File: config.mk
export PLATFORM = sky130hd
export DESIGN_NAME = img_mem_writer
export DESIGN_NICKNAME = d
export VERILOG_FILES = /design/src/rtl/img_pkg.sv /design/src/rtl/cam_sync.sv /design/src/rtl/img_mem_writer.sv
export SDC_FILE = /design/constraint.sdc
export NUM_CORES = 1
export LEC_CHECK = 0
export ABC_AREA = 1
export ABC_CLOCK_PERIOD_IN_PS = 4000
export CELL_PAD_IN_SITES_DETAIL_PLACEMENT = 0
export CELL_PAD_IN_SITES_GLOBAL_PLACEMENT = 2
export CORE_UTILIZATION = 37
export DETAILED_ROUTE_END_ITERATION = 16
export GPL_ROUTABILITY_DRIVEN = 0
export PLACE_DENSITY_LB_ADDON = 0.1
export SLEW_MARGIN = 15
export SYNTH_ARGS = -nofsm -noshare
export SYNTH_HDL_FRONTEND = slang
export SYNTH_SLANG_ARGS = --single-unit
export TNS_END_PERCENT = 50
File: constraint.sdc
create_clock -name clk -period 4 [get_ports clk]
set_input_delay 0.8 -clock clk [delete_from_list [all_inputs] [get_ports clk]]
set_output_delay 0.8 -clock clk [all_outputs]
set_load 0.03 [all_outputs]
File: src/rtl/img_pkg.sv
// img_pkg: frame-buffer geometry, pixel type and writer states shared by camera writer and display reader
package img_pkg;
  localparam int IMG_W  = 320;
  localparam int IMG_H  = 240;
  localparam int ADDR_W = $clog2(IMG_W * IMG_H);
  localparam int X_W    = $clog2(IMG_W + 1);
  localparam int Y_W    = $clog2(IMG_H + 1);
  typedef logic [15:0] rgb565_t;
  typedef enum logic [1:0] {IDLE, WAIT_VS, ACTIVE} wr_state_e;
endpackage

File: src/rtl/cam_sync.sv
// cam_sync: synchronizes the DVP pins into clk and produces registered edge pulses
//  ports: clk, reset_n (async, active low); pclk/vsync/href/data raw camera pins;
//  pclk_rise, vsync_rise, vsync_fall, href_fall one-clk pulses; href_s/data_s aligned with the pulses
module cam_sync #(
  parameter int STAGES = 2
) (
  input  logic       clk,
  input  logic       reset_n,
  input  logic       pclk,
  input  logic       vsync,
  input  logic       href,
  input  logic [7:0] data,
  output logic       pclk_rise,
  output logic       vsync_rise,
  output logic       vsync_fall,
  output logic       href_fall,
  output logic       href_s,
  output logic [7:0] data_s
);
  logic [10:0] sr [STAGES];
  logic [10:0] last;
  logic [2:0]  prev;
  assign last = sr[STAGES-1];
  // pulses and the href/data sample are registered together so they stay cycle-aligned
  always_ff @(posedge clk or negedge reset_n)
    if (!reset_n) begin
      for (int i = 0; i < STAGES; i++) sr[i] <= '0;
      prev       <= '0;
      pclk_rise  <= 1'b0;
      vsync_rise <= 1'b0;
      vsync_fall <= 1'b0;
      href_fall  <= 1'b0;
      href_s     <= 1'b0;
      data_s     <= '0;
    end else begin
      sr[0] <= {pclk, vsync, href, data};
      for (int i = 1; i < STAGES; i++) sr[i] <= sr[i-1];
      prev       <= last[10:8];
      pclk_rise  <= last[10] & ~prev[2];
      vsync_rise <= last[9] & ~prev[1];
      vsync_fall <= ~last[9] & prev[1];
      href_fall  <= ~last[8] & prev[0];
      href_s     <= last[8];
      data_s     <= last[7:0];
    end
endmodule

File: src/rtl/img_mem_writer.sv
// img_mem_writer: pairs DVP bytes into RGB565 pixels and writes them to the frame BRAM at y*IMG_W+x
//  ports: clk, reset_n (async, active low); cam_pclk/vsync/href/data camera pins; capture_en frame-level enable;
//  we/wAddr/wData BRAM write port; frame_done pulse; frame_cnt captured frames; sync_err sticky odd-byte flag
module img_mem_writer
  import img_pkg::*;
#(
  parameter int SYNC_STAGES = 2
) (
  input  logic              clk,
  input  logic              reset_n,
  input  logic              cam_pclk,
  input  logic              cam_vsync,
  input  logic              cam_href,
  input  logic [7:0]        cam_data,
  input  logic              capture_en,
  output logic              we,
  output logic [ADDR_W-1:0] wAddr,
  output rgb565_t           wData,
  output logic              frame_done,
  output logic [7:0]        frame_cnt,
  output logic              sync_err
);
  localparam logic [X_W-1:0]    XM      = X_W'(IMG_W);
  localparam logic [Y_W-1:0]    YM      = Y_W'(IMG_H);
  localparam logic [Y_W-1:0]    YL      = Y_W'(IMG_H - 1);
  localparam logic [ADDR_W-1:0] LB_STEP = ADDR_W'(IMG_W);
  logic              pclk_rise, vsync_rise, vsync_fall, href_fall, href_s;
  logic [7:0]        data_s, hi;
  wr_state_e         state, next_state;
  logic              start, fin, clr, pix, eol, phase;
  logic [X_W-1:0]    x;
  logic [Y_W-1:0]    y;
  logic [ADDR_W-1:0] line_base;
  cam_sync #(.STAGES(SYNC_STAGES)) u_sync (
    .clk        (clk),
    .reset_n    (reset_n),
    .pclk       (cam_pclk),
    .vsync      (cam_vsync),
    .href       (cam_href),
    .data       (cam_data),
    .pclk_rise  (pclk_rise),
    .vsync_rise (vsync_rise),
    .vsync_fall (vsync_fall),
    .href_fall  (href_fall),
    .href_s     (href_s),
    .data_s     (data_s)
  );
  assign pix = (state == ACTIVE) && href_s && pclk_rise;
  assign eol = (state == ACTIVE) && href_fall;
  always_ff @(posedge clk or negedge reset_n)
    if (!reset_n) state <= IDLE;
    else state <= next_state;
  always_comb begin
    clr        = (state == IDLE) && capture_en;
    start      = (state == WAIT_VS) && vsync_fall;
    fin        = (state == ACTIVE) && vsync_rise;
    next_state = clr ? WAIT_VS : start ? ACTIVE : fin ? (capture_en ? WAIT_VS : IDLE) : state;
  end
  // pix and eol never coincide: href_s is already low in the href_fall cycle
  always_ff @(posedge clk or negedge reset_n)
    if (!reset_n) begin
      phase      <= 1'b0;
      hi         <= '0;
      x          <= '0;
      y          <= '0;
      line_base  <= '0;
      we         <= 1'b0;
      wAddr      <= '0;
      wData      <= '0;
      frame_done <= 1'b0;
      frame_cnt  <= '0;
      sync_err   <= 1'b0;
    end else begin
      we         <= 1'b0;
      frame_done <= fin;
      if (fin) frame_cnt <= frame_cnt + 1'b1;
      if (clr) sync_err <= 1'b0;
      if (start) begin
        phase     <= 1'b0;
        x         <= '0;
        y         <= '0;
        line_base <= '0;
      end
      if (pix && !phase) begin
        hi    <= data_s;
        phase <= 1'b1;
      end
      if (pix && phase) begin
        phase <= 1'b0;
        if (x < XM) x <= x + 1'b1;
        if (x < XM && y < YM) begin
          we    <= 1'b1;
          wAddr <= line_base + ADDR_W'(x);
          wData <= {hi, data_s};
        end
      end
      if (eol) begin
        phase <= 1'b0;
        if (phase) sync_err <= 1'b1;
        if (x != '0) begin
          x <= '0;
          if (y < YM) y <= y + 1'b1;
          // stop at the last stored line so line_base + x never leaves the buffer
          if (y < YL) line_base <= line_base + LB_STEP;
        end
      end
    end
endmodule

Word level (Yosys, flattened, before mapping)

Index checks and enable logic that the tools add are counted.

Register bits after elaboration: 127
Input port bits: 14

Add/subtract/negate cells: 5
Eq/ne operators: 2
Multiplexer cells: 26
Bitwise operators: 8
Reduce and logical (&&, ||, !) cells: 15
Magnitude comparators: 3

Operators with widths:

| kind                    | count |
|---|---|
| $mux W17                | 4 |
| $mux W9                 | 5 |
| $mux W8                 | 4 |
| $add A17 B9 Y17         | 1 |
| $add A17 B9 Y17 const B | 1 |
| $add A8 B1 Y8 const B   | 2 |
| $lt A8 B8 Y1 const B    | 2 |
| $mux W1                 | 10 |
| $add A9 B1 Y9 const B   | 1 |
| $logic_and A1 B1 Y1     | 9 |
| $lt A9 B9 Y1 const B    | 1 |
| $reduce_bool A9 Y1      | 1 |
| $mux W2                 | 3 |
| $and A1 B1 Y1           | 4 |
| $not A1 Y1              | 4 |
| $reduce_bool A4 Y1      | 1 |
| $reduce_bool A3 Y1      | 1 |
| $eq A2 B1 Y1 const B    | 1 |
| $eq A2 B2 Y1 const B    | 1 |
| $logic_not A2 Y1        | 1 |
| $reduce_and A2 Y1       | 1 |
| $logic_not A1 Y1        | 1 |

Logic depth before layout (Yosys ltp)

Word-level depth: 7
Gate-level depth with buffers: 11
Depth with buffers taken out: 11

By module

Synthesis repeated with hierarchy kept, for this count alone.

Cell total of the unflattened synthesis: 647
Area, all modules: 5610.4 µm²

By module, submodules not included:

| module         | area each (µm²) | sequential area each (µm²) | cells each | instances |
|---|---|---|---|---|
| img_mem_writer | 4654.5          | 2227.1                     | 602        | 1 |
| cam_sync       | 955.9           | 925.9                      | 45         | 1 |

Least setup slack after synthesis

No wires, ideal clock.

Path type: register to register
From: register x[0]
To: register wAddr[16]
Stages on the path, launching flop included: 11
Slack: 2310 ps
Buffers on the path: 0
Data arrival time: 1572 ps
Required time: 3883 ps
Path through: dfrtp_1 -> ha_1 -> fa_1 -> nand2_1 -> nand2_1 -> nand3_1 -> nand2_1 -> nand2_1 -> nand3_1 -> nand3_1 -> nand2_1

Cells in the longest elaborated chain, start to end: 3

RTL lines:

| what                               | RTL line             | text |
|---|---|---|
| start, declared                    | img_mem_writer.sv:31 | `logic [X_W-1:0] x;` |
| start signal, assigned             | img_mem_writer.sv:90 | `if (x < XM) x <= x + 1'b1;` |
| $lt A9 B9 Y1                       | img_mem_writer.sv:91 | `if (x < XM && y < YM) begin` |
| $logic_and A1 B1 Y1                | img_mem_writer.sv:91 |  |
| $reduce_and A2 Y1 (no source line) | n/a                  |  |
| end signal, assigned               | img_mem_writer.sv:93 | `wAddr <= line_base + ADDR_W'(x);` |
| end, declared                      | img_mem_writer.sv:17 | `output logic [ADDR_W-1:0] wAddr,` |

Parallel ways exist; a longest one is shown, timed or not.
A chain may end at the register's enable or synchronous reset.

Worst setup path in the final report

From: register state[0]
To: register x[5]

Cells in the longest elaborated chain, start to end: 7

RTL lines:

| what                                           | RTL line                                                         | text |
|---|---|---|
| start, declared                                | img_mem_writer.sv:29                                             | `wr_state_e state, next_state;` |
| start signal, assigned                         | img_mem_writer.sv:52                                             | `else state <= next_state;` |
| $eq A2 B1 Y1 or $eq A2 B2 Y1 (tied branches)   | img_mem_writer.sv:55, img_mem_writer.sv:48, img_mem_writer.sv:49 |  |
| $logic_and A1 B1 Y1 (on tied branches)         | img_mem_writer.sv:55, img_mem_writer.sv:48                       |  |
| $mux W9 or $logic_and A1 B1 Y1 (tied branches) | img_mem_writer.sv:78, img_mem_writer.sv:48                       |  |
| $mux W9 or $logic_and A1 B1 Y1 (tied branches) | img_mem_writer.sv:90, img_mem_writer.sv:88                       |  |
| $mux W9                                        | img_mem_writer.sv:88                                             | `if (pix && phase) begin` |
| $mux W9                                        | img_mem_writer.sv:100                                            | `if (x != '0) begin` |
| $mux W9 *                                      | img_mem_writer.sv:97                                             | `if (eol) begin` |

Every way passes the cells marked *; elsewhere a longest branch is shown, timed or not.

==> results.tsv <==
stage	metric	value	unit
status	status	finished, final reports clean	
grt	grt_pass1_vias	4210	
worst_setup_path	cp_max_fo	20	
worst_setup_path	crit_buf_inv	2	
sta	hold_violations	0	
pwr	ir_drop	297	uV
route	viasPerCell	4.69	
logic_synthesis	synthFlopType	dfrtp_1	
route	drt_first_pass_iters	5	
worst_setup_path	path_delay_family	simple AND/OR/NAND/NOR gates	
worst_setup_path	crit_required	4.31	ns
route	wl_per_cell	13.2	um
worst_setup_path	worstReg2RegStart	state[0]	
cells_and_area	drive_above_1_share	7.49	%
grt	grt_use_total	17.1	%
clocking	cts_resized	0	
clocking	ctsHoldBuffers	0	
route	num_vias	4301	
floorplan	row_count	44	
logic_synthesis	async_flop_share	100	%
route	drc_errors	0	
worst_setup_path	cp_data_arrival_time	2.75	ns
worst_setup_path	cp_slowest_cell	nor2_1	
sta	hold_ws	0.345	ns
route	antenna_left	0	
pwr	p_per_area	548	nW/um^2
min_path	whs_endpoint	u_sync.data_s[7]	
logic_synthesis	syn_area	5660	um^2
sta	slew_headroom	42.2	%
clocking	cts_max_level	4	
logic_synthesis	yosysUniqueCellTypes	34	
grt	grt_overflow	0	
route	wl	12200	um
clocking	clk_latency	0.42	ns
worst_setup_path	max_stage_delay	0.65	ns
sta	finalSetupTns	0	ns
worst_setup_path	crit_type	register to register	
floorplan	io_pins	58	
cells_and_area	antenna_cells	0	
clocking	clk_pin_slew_worst_paths	0.06	ns
logic_synthesis	syn_avg_cell_area	8.65	um^2
placement	portBuffers	57	
min_path	hold_path.class	register to register	
sta	min_period	2.44	ns
job	drv_cap	0	
sta	max_clock_freq	410	MHz
clocking	cts_buffers	17	
clocking	cts-root-buf	clkbuf_16	
clocking	clock-sinks	126	
clocking	cts_tree	yes	
worst_setup_path	ff2ff_path_depth	7	
sta	worstMarginPinSlew	0.863	ns
grt	antenna_found_initial	0	
grt	grt_first_pass_wirelength	21100	um
logic_synthesis	yosysWarnings	0	
logic_synthesis	ys_ff_latch	126	
logic_synthesis	synth_edf_count	0	
pwr	leakage	3.59	nW
min_path	holdPathStages	0	
logic_synthesis	ys_seq_area_share	55.7	%
logic_synthesis	synthesis.nets	684	
cells_and_area	final_nets	750	
route	drtIter0Drc	255	
worst_setup_path	crit_top_cell	nand2_1	
worst_setup_path	startpoint_type	register	
cells_and_area	synthToLayoutAreaGrowth	24.3	%
logic_synthesis	synth_cells	655	
floorplan	start_util	38.4	%
sta	finClkSkew	0.00647	ns
clocking	post_cts_buffers	0	
min_path	worstHoldStart	u_sync.last[7]	
floorplan	die_area	15800	um^2
pwr	power	0.00386	W
sta	drv_slew	0	
clocking	clockBufferDepth	2	
grt	grt_start_max_net_pins	67	
placement	hpwlAfterDp	8540	um
floorplan	die_y	126	um
worst_setup_path	r2r_slack	1.56	ns
sta	fin_crit_sh	61.0	%
sta	setup_violations	0	
sta	rsz0062_at_grt	false	
worst_setup_path	path_cells	nand2_1, nor2_1, inv_1, nand2_1, inv_1, nand2_1, nor2_1	
worst_setup_path	r2r_end	x[5]	
sta	setup_ws	1.56	ns
floorplan	die_x	126	um
placement	place_ws	1.51	ns
floorplan	coreArea	14800	um^2
worst_setup_path	end_kind	register	
-- power breakdown --
group	internal (W)	switching [W]
Clock	0.00106	0.000601
Combinational	0.000244	0.000398
Sequential	0.00144	0.000121
Total	0.00274	0.00112
-- area by class of cell --
class                           count  area (um^2)
Inverter                           85          319
Clock inverter                     14          205
Tap cell                          184          230
Clock buffer                       18          429
Timing Repair Buffer               59          596
Sequential cell                   126         3150
Fill cell                        1465         7720
Multi-Input combinational cell    432         2110
-- worst register-to-register path, cell delays in order (launching register included) --
cell	delay, ns
dfrtp_1	0.40
nand2_1	0.06
nor2_1	0.65
inv_1	0.59
nand2_1	0.40
inv_1	0.10
nand2_1	0.08
nor2_1	0.04
-- state kept, by name (all words and copies together) (netlist names), 2 cells and up --
name and count:
state 2, u_sync.sr 11, frame_cnt 8, u_sync.data_s 8, u_sync.last 11, wAddr 17, line_base 17, hi 8
x 9, y 8, wData 16, u_sync.prev 3
-- how the worst max path moves through the flow --
stage	endpoint	start	cells past startpoint	slack (ns)
6_report	x[5]	state[0]	7	1.56
5_1_grt	x[7]	state[0]	7	1.23
2_1_floorplan	wAddr[16]	x[0]	10	2.31
3_5_place_dp	x[5]	state[0]	7	1.51
3_3_place_gp	x[5]	state[0]	7	1.62
4_1_cts	x[5]	state[0]	7	1.48
-- placed cells by master (no fill, tap or decap), types with 4 or more instances in the layout --
| cell | count |
|---|---|
| a21oi_1 | 12 |
| bufinv_16 | 4 |
| clkbuf_16 | 17 |
| clkdlybuf4s50_1 | 56 |
| dfrtp_1 | 126 |
| ha_1 | 14 |
| inv_1 | 79 |
| inv_2 | 6 |
| inv_6 | 6 |
| nand2_1 | 196 |
| nand3_1 | 51 |
| nand4_1 | 4 |
| nor2_1 | 56 |
| nor3_1 | 12 |
| o21ai_0 | 42 |
| xnor2_1 | 7 |
| xor2_1 | 10 |
-- Yosys cell counts, types with 3 or more instances --
| cell type | number | area share [%] |
|---|---|---|
| dfrtp_1 | 126 | 56 |
| buf_2 | 4 | 0.35 |
| a21oi_1 | 12 | 1.1 |
| nand3b_1 | 3 | 0.40 |
| xnor2_1 | 7 | 1.1 |
| ha_1 | 14 | 3.1 |
| inv_2 | 6 | 0.40 |
| nor2_2 | 3 | 0.33 |
| nand3_1 | 51 | 4.5 |
| inv_1 | 79 | 5.2 |
| buf_6 | 4 | 0.80 |
| nand2_1 | 196 | 13 |
| nor3_1 | 12 | 1.1 |
| xor2_1 | 10 | 1.5 |
| o21ai_0 | 42 | 3.7 |
| a31oi_1 | 3 | 0.33 |
| nor2_1 | 56 | 3.7 |
| nand2_2 | 3 | 0.33 |
| nand4_1 | 4 | 0.44 |
-- through the flow --
step / util (%) / std cells / instance area [um^2]
floorplan: - / 655 / 5660
global placement: 43.4 / 886 / 6400
detailed placement: 43.4 / 886 / 6400
CTS: 47.7 / 918 / 7040
global route: 47.7 / 918 / 7040
finish: 47.7 / 918 / 7040
-- cell families (layout without fill, tap and decap cells) --
family / count (synthesis) / after routing / synth area share (%)
AND/OR/NAND/NOR: 336 / 336 / 25.1
flip-flops: 126 / 126 / 55.7
buffers and inverters: 97 / 176 / 7.14
AO/OA/AOI/OAI: 64 / 64 / 6.05
XOR/XNOR: 17 / 17 / 2.63
adder cells (fa/ha/maj): 15 / 15 / 3.45
-- routing by layer --
metal	share of wire (%)	track usage [%]
met1	52	24.8
met2	42	24.4
met3	3.8	3.74
met4	1.8	7.53
met5	0	0
Note: power is estimated with default switching activity, not from simulation.
